`src/rtl/pace_pkg.sv`:
```
// Shared types and reset defaults for the demand-pacing scheduler.
package pace_pkg;

  typedef enum logic [1:0] {
    StIdle    = 2'd0,
    StAlert   = 2'd1,
    StPace    = 2'd2,
    StRefract = 2'd3
  } pace_state_t;

  localparam int unsigned DEF_ESCAPE = 200;
  localparam int unsigned DEF_REFR   = 60;
  localparam int unsigned DEF_PULSE  = 2;

endpackage

```
`src/rtl/beat_sync.sv`:
```
// Two-flop synchroniser for the sensed-beat level plus a one-cycle rising-edge strobe.
module beat_sync (
  input  logic clk_2,
  input  logic reset_n,
  input  logic beat_sense,
  output logic beat_rise
);

  logic meta_q, sync_q, prev_q;

  always_ff @(posedge clk_2) begin
    if (!reset_n) begin
      meta_q <= 1'b0;
      sync_q <= 1'b0;
      prev_q <= 1'b0;
    end else begin
      meta_q <= beat_sense;
      sync_q <= meta_q;
      prev_q <= sync_q;
    end
  end

  assign beat_rise = sync_q & ~prev_q;

endmodule

```
`src/rtl/pace_scheduler.sv`:
```
// Demand-pacing scheduler: escape/pulse/refractory windows timed in ticks.
// Define PACE_STATS_EN to add saturating paced/sensed event counters.
module pace_scheduler
  import pace_pkg::*;
#(
  parameter int unsigned CNT_BITS   = 8,
  parameter int unsigned PULSE_BITS = 4,
  parameter int unsigned STAT_BITS  = 8
) (
  input  logic                  clk_2,
  input  logic                  reset_n,
  input  logic                  tick,
  input  logic                  enable,
  input  logic                  beat_sense,
  input  logic                  cfg_we,
  input  logic [CNT_BITS-1:0]   escape_lim,
  input  logic [CNT_BITS-1:0]   refr_lim,
  input  logic [PULSE_BITS-1:0] pulse_len,
  input  logic                  alarm_clr,
  output logic                  pace,
  output logic                  alarm,
  output logic [1:0]            state_o
`ifdef PACE_STATS_EN
  ,
  output logic [STAT_BITS-1:0]  paced_cnt,
  output logic [STAT_BITS-1:0]  sensed_cnt
`endif
);

  pace_state_t state_q, state_d;
  logic [CNT_BITS-1:0]   cnt_q, cnt_d, cnt_inc;
  logic [CNT_BITS-1:0]   esc_sh_q, refr_sh_q;
  logic [PULSE_BITS-1:0] pulse_sh_q;
  logic [CNT_BITS-1:0]   esc_act_q, refr_act_q;
  logic [PULSE_BITS-1:0] pulse_act_q;
  logic [CNT_BITS-1:0]   esc_eff, refr_eff, pulse_eff;
  logic                  alarm_q, alarm_d, pace_q;
  logic                  load_act, paced_ev, sensed_ev, beat_rise;

  beat_sync u_beat_sync (
    .clk_2      (clk_2),
    .reset_n    (reset_n),
    .beat_sense (beat_sense),
    .beat_rise  (beat_rise)
  );

  // A programmed limit of zero behaves as a one-tick window.
  assign esc_eff   = (esc_act_q == '0) ? CNT_BITS'(1) : esc_act_q;
  assign refr_eff  = (refr_act_q == '0) ? CNT_BITS'(1) : refr_act_q;
  assign pulse_eff = (pulse_act_q == '0) ? CNT_BITS'(1) : CNT_BITS'(pulse_act_q);
  assign cnt_inc   = cnt_q + CNT_BITS'(1);

  always_comb begin
    state_d   = state_q;
    cnt_d     = cnt_q;
    alarm_d   = alarm_q;
    load_act  = 1'b0;
    paced_ev  = 1'b0;
    sensed_ev = 1'b0;
    if (alarm_clr) begin
      alarm_d = 1'b0;
    end
    if (!enable) begin
      state_d = StIdle;
      cnt_d   = '0;
    end else begin
      unique case (state_q)
        StIdle: begin
          state_d  = StAlert;
          cnt_d    = '0;
          load_act = 1'b1;
        end
        StAlert: begin
          // A sensed beat outranks an escape expiring in the same cycle.
          if (beat_rise) begin
            state_d   = StRefract;
            cnt_d     = '0;
            load_act  = 1'b1;
            sensed_ev = 1'b1;
          end else if (tick) begin
            if (cnt_inc == esc_eff) begin
              state_d  = StPace;
              cnt_d    = '0;
              paced_ev = 1'b1;
            end else begin
              cnt_d = cnt_inc;
            end
          end
        end
        StPace: begin
          if (tick) begin
            if (cnt_inc == pulse_eff) begin
              state_d  = StRefract;
              cnt_d    = '0;
              load_act = 1'b1;
            end else begin
              cnt_d = cnt_inc;
            end
          end
        end
        StRefract: begin
          if (beat_rise) begin
            alarm_d = 1'b1;
          end
          if (tick) begin
            if (cnt_inc == refr_eff) begin
              state_d = StAlert;
              cnt_d   = '0;
            end else begin
              cnt_d = cnt_inc;
            end
          end
        end
        default: begin
          state_d = StIdle;
          cnt_d   = '0;
        end
      endcase
    end
  end

  always_ff @(posedge clk_2) begin
    if (!reset_n) begin
      state_q     <= StIdle;
      cnt_q       <= '0;
      alarm_q     <= 1'b0;
      pace_q      <= 1'b0;
      esc_sh_q    <= CNT_BITS'(DEF_ESCAPE);
      refr_sh_q   <= CNT_BITS'(DEF_REFR);
      pulse_sh_q  <= PULSE_BITS'(DEF_PULSE);
      esc_act_q   <= CNT_BITS'(DEF_ESCAPE);
      refr_act_q  <= CNT_BITS'(DEF_REFR);
      pulse_act_q <= PULSE_BITS'(DEF_PULSE);
    end else begin
      state_q <= state_d;
      cnt_q   <= cnt_d;
      alarm_q <= alarm_d;
      pace_q  <= (state_d == StPace);
      if (cfg_we) begin
        esc_sh_q   <= escape_lim;
        refr_sh_q  <= refr_lim;
        pulse_sh_q <= pulse_len;
      end
      // Windows latch their lengths on entry so a mid-window load waits its turn.
      if (load_act) begin
        esc_act_q   <= esc_sh_q;
        refr_act_q  <= refr_sh_q;
        pulse_act_q <= pulse_sh_q;
      end
    end
  end

  assign pace    = pace_q;
  assign alarm   = alarm_q;
  assign state_o = state_q;

`ifdef PACE_STATS_EN
  logic [STAT_BITS-1:0] paced_q, sensed_q;

  always_ff @(posedge clk_2) begin
    if (!reset_n) begin
      paced_q  <= '0;
      sensed_q <= '0;
    end else begin
      if (paced_ev && (paced_q != '1)) begin
        paced_q <= paced_q + STAT_BITS'(1);
      end
      if (sensed_ev && (sensed_q != '1)) begin
        sensed_q <= sensed_q + STAT_BITS'(1);
      end
    end
  end

  assign paced_cnt  = paced_q;
  assign sensed_cnt = sensed_q;
`else
  logic unused_stats_ev;
  assign unused_stats_ev = paced_ev ^ sensed_ev;
`endif

endmodule

```
`config.mk`:
```
export PLATFORM = sky130hd
export DESIGN_NAME = pace_scheduler
export DESIGN_NICKNAME = d
export VERILOG_FILES = /design/src/rtl/pace_pkg.sv /design/src/rtl/beat_sync.sv /design/src/rtl/pace_scheduler.sv
export SDC_FILE = /design/constraint.sdc
export NUM_CORES = 1
export LEC_CHECK = 0
export BUFFER_PORTS_ARGS = -buffer_cell sky130_fd_sc_hd__clkbuf_2
export CORE_MARGIN = 4
export CORE_UTILIZATION = 47
export CTS_BUF_LIST = sky130_fd_sc_hd__clkbuf_8 sky130_fd_sc_hd__clkbuf_16
export DETAILED_ROUTE_END_ITERATION = 6
export PLACE_DENSITY = 0.69
export SLEW_MARGIN = 20
export SYNTH_ARGS = -nofsm -noshare
export SYNTH_HDL_FRONTEND = slang
export SYNTH_HIERARCHICAL = 1
export SYNTH_SLANG_ARGS = --single-unit
export TNS_END_PERCENT = 50
```
`constraint.sdc`:
```
create_clock -name clk_2 -period 2 [get_ports clk_2]
set_input_delay 0 -clock clk_2 [delete_from_list [all_inputs] [get_ports clk_2]]
set_output_delay 0 -clock clk_2 [all_outputs]
set_load 0.02 [all_outputs]
```
# Word-level counts from Yosys, hierarchy flattened
# Cells that the tools add are included.
# classes
n_addsub	1
eq_ne	10
n_mux	29
bitwise_logic	2
reduce_logical	6
# ops
cell	n
8-bit two-way mux	9
8-bit one-hot mux with 4 select lines	1
8-bit equality test	2
8-bit logical NOT	2
2-bit two-way mux	8
8-bit by 1-bit adder with 8-bit output, second input constant	1
8-bit by 4-bit equality test with 1-bit output	1
1-bit two-way mux	8
2-bit one-hot mux with 4 select lines	1
2-bit equality test, second input constant	3
4-bit logical NOT	1
4-bit two-way mux	1
2-bit != test, second input constant	2
3-bit != test, second input constant	1
1-bit one-hot mux with 3 select lines	1
3-bit AND reduction	1
2-bit by 1-bit equality test with 1-bit output, second input constant	1
2-bit logical NOT	1
2-bit AND reduction	1
1-bit AND	1
1-bit inverter	1
# word_totals
reg_bits	55

# Depth between registers and ports, before layout
# Gate-level depths: netlist of the first run.
# logic_depth
ltp_word	9
ltp_mapped	10
depth_no_buf	8

# Cells and area by module
# Netlist of the first run, hierarchy kept.
# by_module_without_submodules
module	n_inst	cells_each	area_each_um2	seq_area_each_um2
pace_scheduler	1	296	2760.1	1041.0
beat_sync	1	7	92.6	60.1

# Worst setup path after synthesis of the first run
# Ideal clock, no wire load.
# synth_path
path_type	register to register
from	register cnt_q[1]
to	register esc_act_q[6]
arrival_ps	2072
required_time_ps	1871
path_slack_ps	-201
path_stages_with_launch	11
path_buffers	2
path_cell_list	dfxtp_1 -> ha_1 -> buf_2 -> nand4_1 -> a211oi_1 -> nand4_1 -> a2111oi_1 -> o21ai_1 -> buf_2 -> mux2i_1 -> nand2_1
# synth_via
elab_chain_cells	6
# synth_lines
item	line_no	text
start, declared	pace_scheduler.sv:31	logic [CNT_BITS-1:0] cnt_q, cnt_d, cnt_inc;
start signal, assigned	pace_scheduler.sv:136	cnt_q <= cnt_d;
8-bit by 1-bit adder with 8-bit output	pace_scheduler.sv:51	assign cnt_inc = cnt_q + CNT_BITS'(1);
8-bit by 4-bit equality test with 1-bit output	pace_scheduler.sv:92	if (cnt_inc == pulse_eff) begin
1-bit two-way mux	pace_scheduler.sv:92	
1-bit two-way mux	pace_scheduler.sv:91	if (tick) begin
1-bit one-hot mux with 3 select lines	pace_scheduler.sv:67	unique case (state_q)
1-bit two-way mux	pace_scheduler.sv:63	if (!enable) begin
end signal, assigned	pace_scheduler.sv:131	esc_act_q <= CNT_BITS'(DEF_ESCAPE);
end signal, assigned	pace_scheduler.sv:146	esc_act_q <= esc_sh_q;
end, declared	pace_scheduler.sv:34	logic [CNT_BITS-1:0] esc_act_q, refr_act_q;
# No other way between the ends.
# A chain may end at the register's enable or synchronous reset.

# Worst setup path after layout of the first run
# layout_path
from	register cnt_q[0]
to	register cnt_q[0]
# layout_via
elab_chain_cells	6
# layout_lines
item	line_no	text
8-bit by 1-bit adder with 8-bit output (*)	pace_scheduler.sv:51	
8-bit equality test	pace_scheduler.sv:81	if (cnt_inc == esc_eff) begin
8-bit two-way mux	pace_scheduler.sv:81	
8-bit two-way mux	pace_scheduler.sv:80	end else if (tick) begin
8-bit two-way mux	pace_scheduler.sv:75	if (beat_rise) begin
8-bit one-hot mux with 4 select lines (*)	pace_scheduler.sv:67	
# Every way passes the cells marked *; elsewhere a longest branch is shown, timed or not. The select of a mux whose other input is x is not followed.

==> results.txt, run 1 <==
The synthesized net count came out at about 330. The start point of the critical path is cnt_q[0]$_SDFFE_PN0P_. Summed over all cells, the static leakage comes to 1.57 nW. The fraction of layout instances using a drive strength above 1 came out at between 20% and 30%.

The number of max-slew violations in the final report came out at 0. The first-pass detailed-route iteration total came out at 4. The share of the Yosys chip area taken by registers is between 30% and 40%. The buffer depth of the longest clock path is 2. The ratio of total power to cell area came out at around 600 nW/um^2. The total negative setup slack is -4020 ps. The clock transition at the registers of the reported paths came out at approximately 100 ps. The share of the core filled with cells in the final layout came out at between 60 and 70%.

The post-route antenna net violation count is 0. TritonCTS built the clock tree. The clock latency on the worst-skew pair is around 310 ps.

The max-capacitance violation count is 0. Counting cells, the worst reg-to-reg path comes to 10. Detailed placement finished with a half-perimeter wire length of around 4900 um. Among the stages of the critical path, the cell type that occurs most often is buf_4. The number of global-route vias before repair came out at 2493. Data on the critical path is required at its endpoint by around 2200 ps.

The highest achievable clock rate is ~460 MHz. Setup repair after global routing could not meet its margin everywhere. The register bit count reported by yosys is 55. For this run, the number of Yosys warnings is 6.

The relative max-transition margin is 56.8%. The instance count along the most critical hold path came out at 3. The placeable core area is approximately 6000 um^2. The critical path goes through buf_6 > buf_4 > buf_4 > or3_1 > nand4_1 > buf_4 > a21oi_1 > a211oi_2 > nor2_1 > a211oi_1. The top cell type's share of synthesized area came out at between 30% and 40%. The critical path arrival is roughly 2400 ps.

The least setup slack across all paths after layout is -166 ps. The async set-or-reset flop fraction in the synthesized netlist is 0%. The wire length of the first global-routing pass is 11600 um. The setup violation total in the final timing report is 31. Subtracting the final worst setup slack from the clock period gives 2170 ps. The quantity of I/O buffers inserted on ports came out at 30.

The worst setup skew after layout is between 7 and 8 ps. Sorting the synthesized cells by area gives the leading types as dfxtp_1 (39%), mux2i_1 (14%), nor2b_1 (5.7%), nand2_1 (4.5%), a21oi_1 (3.0%). The area growth from synthesis to layout is 29.1%. The checks that failed: setup timing. The classification of the worst setup path is reg2reg. The transition time at the pin with the least slew margin came out at between 600 and 700 ps. The initial antenna violation count came out at 0. The number of rows in the core area came out at 28.

The number of remaining DRC errors is 0. The mean area per synthesized cell came out at about 9.4 um^2. The clock sink count came out at 55. The largest fanout on the critical path came out at 5. Across all register-to-register paths, the minimum setup slack is -170 ps. The starting utilization of the core area is 48.2%. The endpoint kind of the worst setup timing path is a flop.

The via-per-instance ratio is around 5.4. The number of DRC violations after detailed-routing iteration 0 is about 140. The post-detailed-route wirelength per cell came out at roughly 15 um.

The tree is rooted in a clkbuf_8. The highest ir drop seen on vdd is approximately 0.43 mV. Wires add up to between 6000 and 7000 um. For this run, the post-layout net count is 410. The H-tree generated during clock tree synthesis spans 2 levels. In this run the critical register-to-register path is launched from cnt_q[0]$_SDFFE_PN0P_. The most used flip-flop cell after synthesis is dfxtp_1.

In this run the horizontal extent of the chip is roughly 86 um. The count of pins on the block boundary is 31. The largest stage delay on the critical path is around 350 ps. In this run the critical register-to-register path is captured at cnt_q[0]$_SDFFE_PN0P_.

In this run, CTS created clock tree buffers numbering 5. The pin count of the biggest net entering global routing came out at between 40 and 50. The gate count after technology mapping is just over 300. The global routing usage summed across all routing layers is 19.5%. The antenna diode instance count came out at 0.

The setup slack at placement came out at -220 ps. The path class of the tightest hold or removal check is in2reg. The area enclosed by the die boundary came out at approximately 7400 um^2. The part of the cycle the worst path needs is 108%.

The hold violation total from the final report came to 0. Following the worst setup path forward leads to its endpoint at cnt_q[0]$_SDFFE_PN0P_. Counting flops with a built-in enable in the synthesized netlist gives 0. The flow ran to the end, but the final reports show violations.

Routability-driven placement finished with a final weighted congestion of 0.945. The post-route standard cell area excluding fillers is 3680 um^2. The post-placement cell area is 3280 um^2.

On the critical path, the stage with the largest delay is an instance of dfxtp_2. The count of cell types in the netlist is 52. The biggest area contributor in the post-synthesis netlist is dfxtp_1. The total congestion overflow came out at 0. The synthesized netlist occupies a cell area of approximately 2900 um^2. The via count of the routed design came out at between 2000 and 2500. The height of the chip came out at 85.9 um. The worst setup path is launched from a flop.
==> worst max-delay path, delay by kind of cell, from the launching register on <==
kind / cells / cell delay (ps)
AO/OA/AOI/OAI: 3 / 590
flip-flops: 1 / 350
AND/OR/NAND/NOR: 3 / 610
buffers and inverters: 4 / 520
==> power breakdown <==
part / leakage (nW) / internal, mW / switching [mW]
Combinational: 1.06 / 0.143 / 0.115
Clock: 0.0561 / 0.375 / 0.371
Sequential: 0.452 / 1.14 / 0.0317
==> layout by cell type (no fill, tap or decap), types with 3 or more instances in the layout <==
| cell type | netlist | layout |
|---|---|---|
| o22ai_1 | 5 | 5 |
| inv_1 | 5 | 5 |
| dfxtp_2 | 0 | 5 |
| clkbuf_2 | 0 | 30 |
| dfxtp_1 | 55 | 50 |
| a211oi_1 | 4 | 4 |
| nand4_1 | 3 | 3 |
| and3_1 | 5 | 4 |
| clkbuf_8 | 0 | 5 |
| a21oi_1 | 17 | 17 |
| nand2b_1 | 3 | 3 |
| nor4_1 | 6 | 6 |
| nor2b_1 | 26 | 26 |
| o211ai_1 | 4 | 4 |
| xor2_1 | 6 | 6 |
| or3_1 | 3 | 3 |
| nand3_1 | 3 | 3 |
| buf_4 | 4 | 35 |
| and2_1 | 7 | 7 |
| nand2_1 | 34 | 34 |
| dlygate4sd3_1 | 0 | 22 |
| nor3_1 | 6 | 5 |
| mux2i_1 | 40 | 40 |
| or4_1 | 3 | 3 |
| xnor2_1 | 9 | 8 |
| nor2_1 | 8 | 8 |
==> registers in the layout, indices dropped and copies added, names as in the netlist <==
| register | count |
|---|---|
| u_beat_sync/meta_q | 1 |
| refr_act_q | 8 |
| cnt_q | 8 |
| state_o | 2 |
| esc_sh_q | 8 |
| u_beat_sync/prev_q | 1 |
| pulse_sh_q | 4 |
| refr_sh_q | 8 |
| alarm | 1 |
| pace | 1 |
| pulse_act_q | 4 |
| u_beat_sync/sync_q | 1 |
| esc_act_q | 8 |
==> cells by family (layout without fill, tap and decap cells) <==
logic type / after synthesis / after routing / synth area share, %
buffers and inverters: 23 / 102 / 4.12
muxes: 40 / 40 / 14.0
adders and majority gates: 1 / 1 / 0.439
xor gates and xnor gates: 18 / 18 / 7.02
DFF: 55 / 55 / 38.6
and+or+nand+nor: 115 / 115 / 22.8
AOI/OAI and AO/OA: 51 / 51 / 13.0
==> routing by layer <==
layer | part of all wire (%) | vias to the layer above | global-route usage, %
met5 | 0 | - | 0
met1 | 46 | 1172 | 25.0
met3 | 4.3 | 8 | 3.36
li1 | - | 1239 | -
met4 | 1.1 | 0 | 5.04
met2 | 49 | 49 | 33.9
==> final cells by class <==
type	instances	area, um^2
repair buffers	90	676
multi-input cells	225	1680
inverters	5	18.8
well taps	75	93.8
flip-flops and latches	55	1110
clock inverters	2	41.3
fillers	502	2240
clock buffers	5	68.8
==> cell usage after synthesis, types with 2 or more instances <==
master,instances
dfxtp_1,55
mux2i_1,40
nand2_1,34
nor2b_1,26
a21oi_1,17
xnor2_1,9
nor2_1,8
and2_1,7
clkbuf_1,7
buf_2,6
nor3_1,6
nor4_1,6
xor2_1,6
and3_1,5
inv_1,5
o22ai_1,5
a211oi_1,4
buf_4,4
o211ai_1,4
nand2b_1,3
nand3_1,3
nand4_1,3
o21ai_1,3
or3_1,3
or4_1,3
a31o_1,2
o21ai_0,2
o21bai_1,2
xnor3_1,2
==> through the flow <==
stage                     cells  hold WS [ps]  total power, mW
final                       457          8.51             2.17
after global routing        457          28.4             2.25
after CTS                   456          1.34             2.19
after detailed placement    423           213             1.41
after global placement      423           204             1.41
after floorplan             303           122             1.34
==> how the worst min path moves through the flow <==
stage / start / endpoint / slack, ps
floorplan: reset_n / u_beat_sync/meta_q$_SDFF_PN0_ / 120
global placement: beat_sense / u_beat_sync/meta_q$_SDFF_PN0_ / 200
detailed placement: beat_sense / u_beat_sync/meta_q$_SDFF_PN0_ / 210
CTS: tick / state_o[1]$_SDFF_PN0_ / 1
global route: tick / state_o[1]$_SDFF_PN0_ / 30
finish: tick / state_o[1]$_SDFF_PN0_ / 9
==> repair_timing <==
action | in CTS | in global routing
endpoints found under the hold margin | 22 | 0
gates resized for setup | 7 | 3
setup endpoints to repair | 31 | 31
pin swaps | 14 | 2
setup buffers | 4 | 1
hold buffers | 22 | 0
(Power assumes the default switching activity.)
==> run 2, diff against run 1 <==
Settings changed: BUFFER_PORTS_ARGS -buffer_cell sky130_fd_sc_hd__clkbuf_2 to unset, DONT_BUFFER_PORTS set to 1, PLACE_DENSITY 0.69 to unset.
==> run 2 against run 1 <==
The run still ends with setup timing left; die area stayed put; via count rose by 0.28%; sequential share of layout area fell by 1.3 points; combinational power is 9.7% higher; critical path depth decreased by 2; routed wire length up 7.7%; sequential cell count unchanged; largest power group unchanged.
==> results.txt, run 2 (same netlist as run 1, synthesis figures left out) <==
The max-capacitance violation count is 0 (unchanged). The clock latency on the worst-skew pair is 320 ps (was 310 ps). The post-route antenna net violation count came out at 0 (unchanged).

The least setup slack across all paths after layout is -157 ps (was -166 ps). The final weighted congestion in routability-driven placement came out at 0.897 (was 0.945). The HPWL after detailed placement came out at 4810 um (was 4940 um). The part of the cycle the worst path needs is 108% (about the same). Setup repair after global routing missed its margin: true (unchanged). The fraction of layout instances using a drive strength above 1 is 18.8% (was 24.6%). The number of remaining DRC errors is 0 (unchanged). The dominant delay contributor by cell family on the critical path is compound AO/OA/AOI/OAI gates (was simple AND/OR/NAND/NOR gates). The via count of the routed design came out at 2475 (was 2468).

Violations in the final reports: setup timing (unchanged). The cell leakage power is 1.58 nW (was 1.57 nW). The total congestion overflow is 0 (unchanged). The post-placement cell area came out at 3120 um^2 (was 3280 um^2). The classification of the worst setup path was reg2reg (unchanged). The worst setup skew after layout is 5.62 ps (was 7.21 ps).

The path type of the worst min-delay path is in2reg (unchanged). Critical-path cell list: ha_4 > xnor2_2 > xnor2_1 > a211o_1 > nor4_4 > a31oi_4 > o22ai_2 > a21oi_1 (was buf_6 > buf_4 > buf_4 > or3_1 > nand4_1 > buf_4 > a21oi_1 > a211oi_2 > nor2_1 > a211oi_1). The largest fanout on the critical path is 7 (was 5). The cell at the root of the clock tree is clkbuf_8 (unchanged). The post-detailed-route wirelength per cell is 16.2 um (was 14.9 um). The total wirelength of the detailed-routed design is 7340 um (was 6820 um). Run status: finished, violations left (unchanged). The relative max-transition margin came to 73.4% (was 56.8%).

The area enclosed by the die boundary was 7380 um^2 (unchanged). The clock sink count is 55 (unchanged). The height of the chip was 85.9 um (unchanged). The buffer depth of the longest clock path is 2 (unchanged). Top library cells by usage in the layout, fill and taps aside: dfxtp_1 (49), dlygate4sd3_1 (47), mux2i_1 (40) (was dfxtp_1 (50), mux2i_1 (40), buf_4 (35)). The first-pass detailed-route iteration total is 5 (was 4). The startpoint type of the worst setup path is a flop (unchanged). The critical path arrival was 2360 ps (was 2380 ps). The CTS tree is done (unchanged). The number of rows in the core area came out at 28 (unchanged). The placeable core area came out at 5920 um^2 (unchanged). The starting utilization of the core area was 48.2% (unchanged). The total negative setup slack came out at -3990 ps (was -4020 ps). The count of nets after finishing came to 405 (was 410).

The highest ir drop seen on vdd is 0.702 mV (was 0.428 mV). The initial antenna violation count is 0 (unchanged). The pin count of the biggest net entering global routing is 46 (unchanged). The global routing usage summed across all routing layers is 21.3% (was 19.5%).

The count of pins on the block boundary is 31 (unchanged). The post-route standard cell area excluding fillers is 3870 um^2 (was 3680 um^2). The quantity of I/O buffers inserted on ports came out at 0 (was 30).

The number of DRC violations after detailed-routing iteration 0 is 157 (was 135). The cell at the slowest stage of the critical path is nor4_4 (was dfxtp_2). The most common library cell in the layout ignoring fill and taps is dfxtp_1 (unchanged). The wire length of the first global-routing pass came out at 12400 um (was 11600 um). The endpoint kind of the worst setup timing path is a flop (unchanged).

The worst path required time came out at 2210 ps (was 2220 ps). The highest achievable clock rate is 464 MHz (was 462 MHz). The CTS buffer count came out at 5 (unchanged). The area growth from synthesis to layout came out at 35.6% (was 29.1%). The hold violation total from the final report came to 0 (unchanged). The clock transition at the registers of the reported paths came out at 110 ps (was 100 ps). The number of fill cells came out at 483 (was 502).

The number of buffers and inverters on the critical path came to 0 (was 4). The floorplan die width is 85.9 um (unchanged). The number of max-slew violations in the final report came out at 0 (unchanged).

The setup violation total in the final timing report came out at 31 (unchanged). The transition time at the pin with the least slew margin was 397 ps (was 649 ps). The ratio of total power to cell area came to 580 nW/um^2 (was 590 nW/um^2). The number of global-route vias before repair came out at 2481 (was 2493).

The number of levels the H-tree was split into came out at 2 (unchanged). The via-per-instance ratio is 5.45 (was 5.40). The largest stage delay on the critical path came out at 370 ps (was 350 ps). The final critical-path required period came out at 2160 ps (was 2170 ps).
==> run 2: routing by layer <==
layer | share of wire [%] | global-route usage [%]
met5 | 0 | 0
met1 | 45 | 27.2
met3 | 4.2 | 4.32
met4 | 2.0 | 7.34
met2 | 49 | 35.7
==> run 2: power by group <==
part / internal (mW) / switching (mW) / leakage, nW / total, mW
combinational: 0.173 / 0.110 / 1.06 / 0.282
sequential: 1.13 / 0.0338 / 0.453 / 1.17
clock: 0.386 / 0.407 / 0.0611 / 0.793
==> run 2: cell type report <==
type | instances | area [um^2] | area share [%]
tap | 75 | 93.8 | 2.43
clock buffer | 5 | 68.8 | 1.78
multi-input combinational | 225 | 1730 | 44.7
clock inverter | 3 | 55.1 | 1.42
sequential | 55 | 1110 | 28.8
timing repair buffer | 85 | 788 | 20.4
inverter | 5 | 18.8 | 0.485
antenna | 1 | 2.50 | 0.0647
==> run 2: worst paths after layout <==
check	depth (start not counted)	slack (ps)	to	start
worst max-delay path	8	-160	cnt_q[7]$_SDFFE_PN0P_	cnt_q[1]$_SDFFE_PN0P_
worst min-delay path	2	50	cnt_q[0]$_SDFFE_PN0P_	enable
worst max register to register	8	-160	cnt_q[7]$_SDFFE_PN0P_	cnt_q[1]$_SDFFE_PN0P_
worst min register to register	1	440	u_beat_sync/sync_q$_SDFF_PN0_	u_beat_sync/meta_q$_SDFF_PN0_
==> run 2: timing repair <==
| action | in CTS | in global routing |
|---|---|---|
| resized for setup | 17 | 4 |
| hold endpoints to repair | 51 | 0 |
| setup endpoints to repair | 31 | 31 |
| hold buffers | 48 | 0 |
| pin swaps | 20 | 2 |
| setup buffers | 4 | 1 |
==> run 2: per-stage QoR <==
stage | util, % | total power [mW] | hold WS [ps] | worst slack, ps | std cells
5_1_grt | 65.3 | 2.34 | 92.5 | -255 | 453
3_5_place_dp | 52.7 | 1.36 | 70.3 | -255 | 392
3_3_place_gp | 52.7 | 1.36 | 66.5 | -206 | 392
2_1_floorplan | - | 1.34 | 122 | -23.0 | 303
4_1_cts | 64.9 | 2.26 | 26.5 | -146 | 452
6_report | 65.3 | 2.24 | 46.8 | -157 | 454
==> run 3, diff against run 2 <==
Settings changed: CORE_ASPECT_RATIO set to 0.9.
==> run 3 against run 2 <==
The flow finishes with violations (hold timing, setup timing); register-to-register slack worse by 30 ps; count of clock-buffer cells in the layout up 1; utilization is 2.1 points lower; critical path depth increased by 2; sequential share of layout area is 1.5 points higher; cell count fell by 4.8%; sequential power barely moved; via count down 5.7%; setup slack lost 34 ps; clock power is 15% lower; largest power group unchanged.
==> results.txt, run 3 (same netlist as run 1, synthesis figures left out) <==
Run status: finished, violations left (unchanged). Violations in the final reports: hold timing, setup timing (was setup timing). The transition time at the pin with the least slew margin came out at 388 ps (was 397 ps). The clock latency on the worst-skew pair came to 310 ps (was 320 ps). The global routing usage summed across all routing layers is 18.9% (was 21.3%). The count of pins on the block boundary came to 31 (unchanged). The path type of the worst min-delay path is in2reg (unchanged). The number of rows in the core area came to 26 (was 28). The HPWL after detailed placement came out at 4700 um (was 4810 um). The part of the cycle the worst path needs is 110% (was 108%). The internal power summed over all cells is 1.56 mW (was 1.69 mW). The post-route antenna net violation count is 0 (unchanged). The total congestion overflow is 0 (unchanged).

The worst slack on hold paths is -245 ps (was 46.8 ps). The share of power burned in the clock network is 32.6% (was 35.3%). Setup repair after global routing missed its margin: true (unchanged).

The net load switching power is 0.502 mW (was 0.551 mW). The share of the core filled with cells in the final layout is 63.2% (was 65.3%). The pin count of the biggest net entering global routing is 47 (was 46).

The highest ir drop seen on vdd was 0.424 mV (was 0.702 mV). The initial antenna violation count is 0 (unchanged). The CTS tree is done (unchanged). The setup slack at placement is -238 ps (was -255 ps). The sequential power share was 56.6% (was 52.1%). The fraction of layout instances using a drive strength above 1 is 21.0% (was 18.8%). The number of buffers inserted for hold repair after clock tree synthesis came out at 26 (was 48). The number of levels the H-tree was split into came out at 2 (unchanged). The classification of the worst setup path is reg2reg (unchanged). The number of DRC violations after detailed-routing iteration 0 came out at 111 (was 157). The antenna diode instance count is 0 (was 1). The post-detailed-route wirelength per cell is 15.7 um (was 16.2 um). The area enclosed by the die boundary is 7380 um^2 (about the same).

The cell leakage power came out at 1.51 nW (was 1.58 nW). The floorplan die width came out at 90.1 um (was 85.9 um). The total design power is 2.06 mW (was 2.24 mW). The first-pass detailed-route iteration total came to 4 (was 5). The switching share of power came out at 24.4% (was 24.5%). The worst setup skew after layout came out at 2.69 ps (was 5.62 ps).

The max-capacitance violation count came out at 0 (unchanged). The number of remaining DRC errors is 0 (unchanged). The buffer depth of the longest clock path came to 2 (unchanged). The final weighted congestion in routability-driven placement came to 0.929 (was 0.897). The critical path arrival came out at 2400 ps (was 2360 ps). The hold violation total from the final report came to 21 (was 0). The number of global-route vias before repair is 2200 (was 2481). The endpoint kind of the worst setup timing path was a flop (unchanged). The count of nets after finishing is 389 (was 405). The clock transition at the registers of the reported paths came to 100 ps (was 110 ps). The clock sink count is 55 (unchanged). Top library cells by usage in the layout, fill and taps aside: dfxtp_1 (50), mux2i_1 (39), buf_4 (39) (was dfxtp_1 (49), dlygate4sd3_1 (47), mux2i_1 (40)).

The cell at the root of the clock tree was clkbuf_8 (unchanged). The worst path required time is 2210 ps (about the same). The starting utilization of the core area is 49.3% (was 48.2%). The ratio of total power to cell area is 563 nW/um^2 (was 580 nW/um^2). The via count of the routed design came out at 2334 (was 2475). The quantity of I/O buffers inserted on ports is 0 (unchanged). The number of fill cells came out at 481 (was 483). The height of the chip came out at 81.9 um (was 85.9 um).

The total negative setup slack is -4350 ps (was -3990 ps). The highest achievable clock rate came out at 456 MHz (was 464 MHz). The least setup slack across all paths after layout came out at -191 ps (was -157 ps). The number of max-slew violations in the final report is 0 (unchanged). The area growth from synthesis to layout came out at 28.3% (was 35.6%). The largest fanout on the critical path came to 18 (was 7). The startpoint type of the worst setup path was a flop (unchanged). The most common library cell in the layout ignoring fill and taps was dfxtp_1 (unchanged). The count of placed standard cells in the final layout, fillers left out came out at 432 (was 454).

The relative max-transition margin is 73.9% (was 73.4%). The fraction of power consumed by combinational cells is 10.8% (was 12.6%). The wire length of the first global-routing pass came to 11200 um (was 12400 um).

The total wirelength of the detailed-routed design is 6800 um (was 7340 um). The setup violation total in the final timing report came out at 31 (unchanged). The via-per-instance ratio came to 5.40 (was 5.45).

The CTS buffer count is 5 (unchanged). The number of cells after detailed placement was 394 (was 392). The placeable core area came to 5790 um^2 (was 5920 um^2). The final critical-path required period came out at 2190 ps (was 2160 ps).
-- run 3: power groups by stage --
stage / sequential, mW / clock, mW / combinational, mW
after floorplan: 1.19 / 0 / 0.151
after global placement: 1.19 / 0 / 0.170
after detailed placement: 1.19 / 0 / 0.173
after CTS: 1.17 / 0.705 / 0.215
after global routing: 1.17 / 0.747 / 0.241
final: 1.17 / 0.672 / 0.222
-- run 3: layout make-up --
type	instances	area (um^2)	share of cell area (%)
sequential	55	1110	30.3
clock buffer	6	82.6	2.26
tap	70	87.6	2.39
timing repair buffer	69	611	16.7
multi-input combinational	225	1730	47.4
clock inverter	2	17.5	0.479
inverter	5	18.8	0.513
-- run 3: worst max-delay path: stages (launching register included) --
cell       delay, ps
dfxtp_4          370
ha_4             200
buf_6            120
a311oi_2         230
o211ai_1         130
buf_4            170
a2111oi_4        310
o21ai_2          140
buf_12           180
mux2i_2          170
nand2_1           60
-- run 3: routing by layer --
metal | part of all wire (%) | track usage [%] | up-vias
met3 | 5.6 | 3.66 | 5
li1 | - | - | 1192
met2 | 46 | 31.2 | 59
met5 | 0 | 0 | -
met4 | 0.75 | 4.13 | 0
met1 | 48 | 26.0 | 1078
-- run 3: path summary, 6_finish.rpt --
path	startpoint	to	slack [ps]	depth (start not counted)
setup / recovery	cnt_q[0]$_SDFFE_PN0P_	refr_act_q[2]$_SDFFE_PN1P_	-190	10
hold / removal	reset_n	esc_act_q[7]$_SDFFE_PN1P_	-240	1
setup reg to reg	cnt_q[0]$_SDFFE_PN0P_	refr_act_q[2]$_SDFFE_PN1P_	-190	10
hold reg to reg	esc_sh_q[7]$_SDFFE_PN1P_	esc_act_q[7]$_SDFFE_PN1P_	480	2
-- run 3: stage by stage --
| step | hold slack [ps] | instance area (um^2) |
|---|---|---|
| 3_3_place_gp | 66.2 | 3170 |
| 5_1_grt | -262 | 3660 |
| 6_report | -245 | 3660 |
| 4_1_cts | -272 | 3570 |
| 2_1_floorplan | 122 | 2880 |
| 3_5_place_dp | 68.0 | 3170 |
-- run 3: timing repair --
item	in CTS	in global routing
setup buffers	1	3
hold endpoints to repair	50	21
gates resized for setup	6	16
pin swaps	5	16
endpoints found under the setup margin	31	31
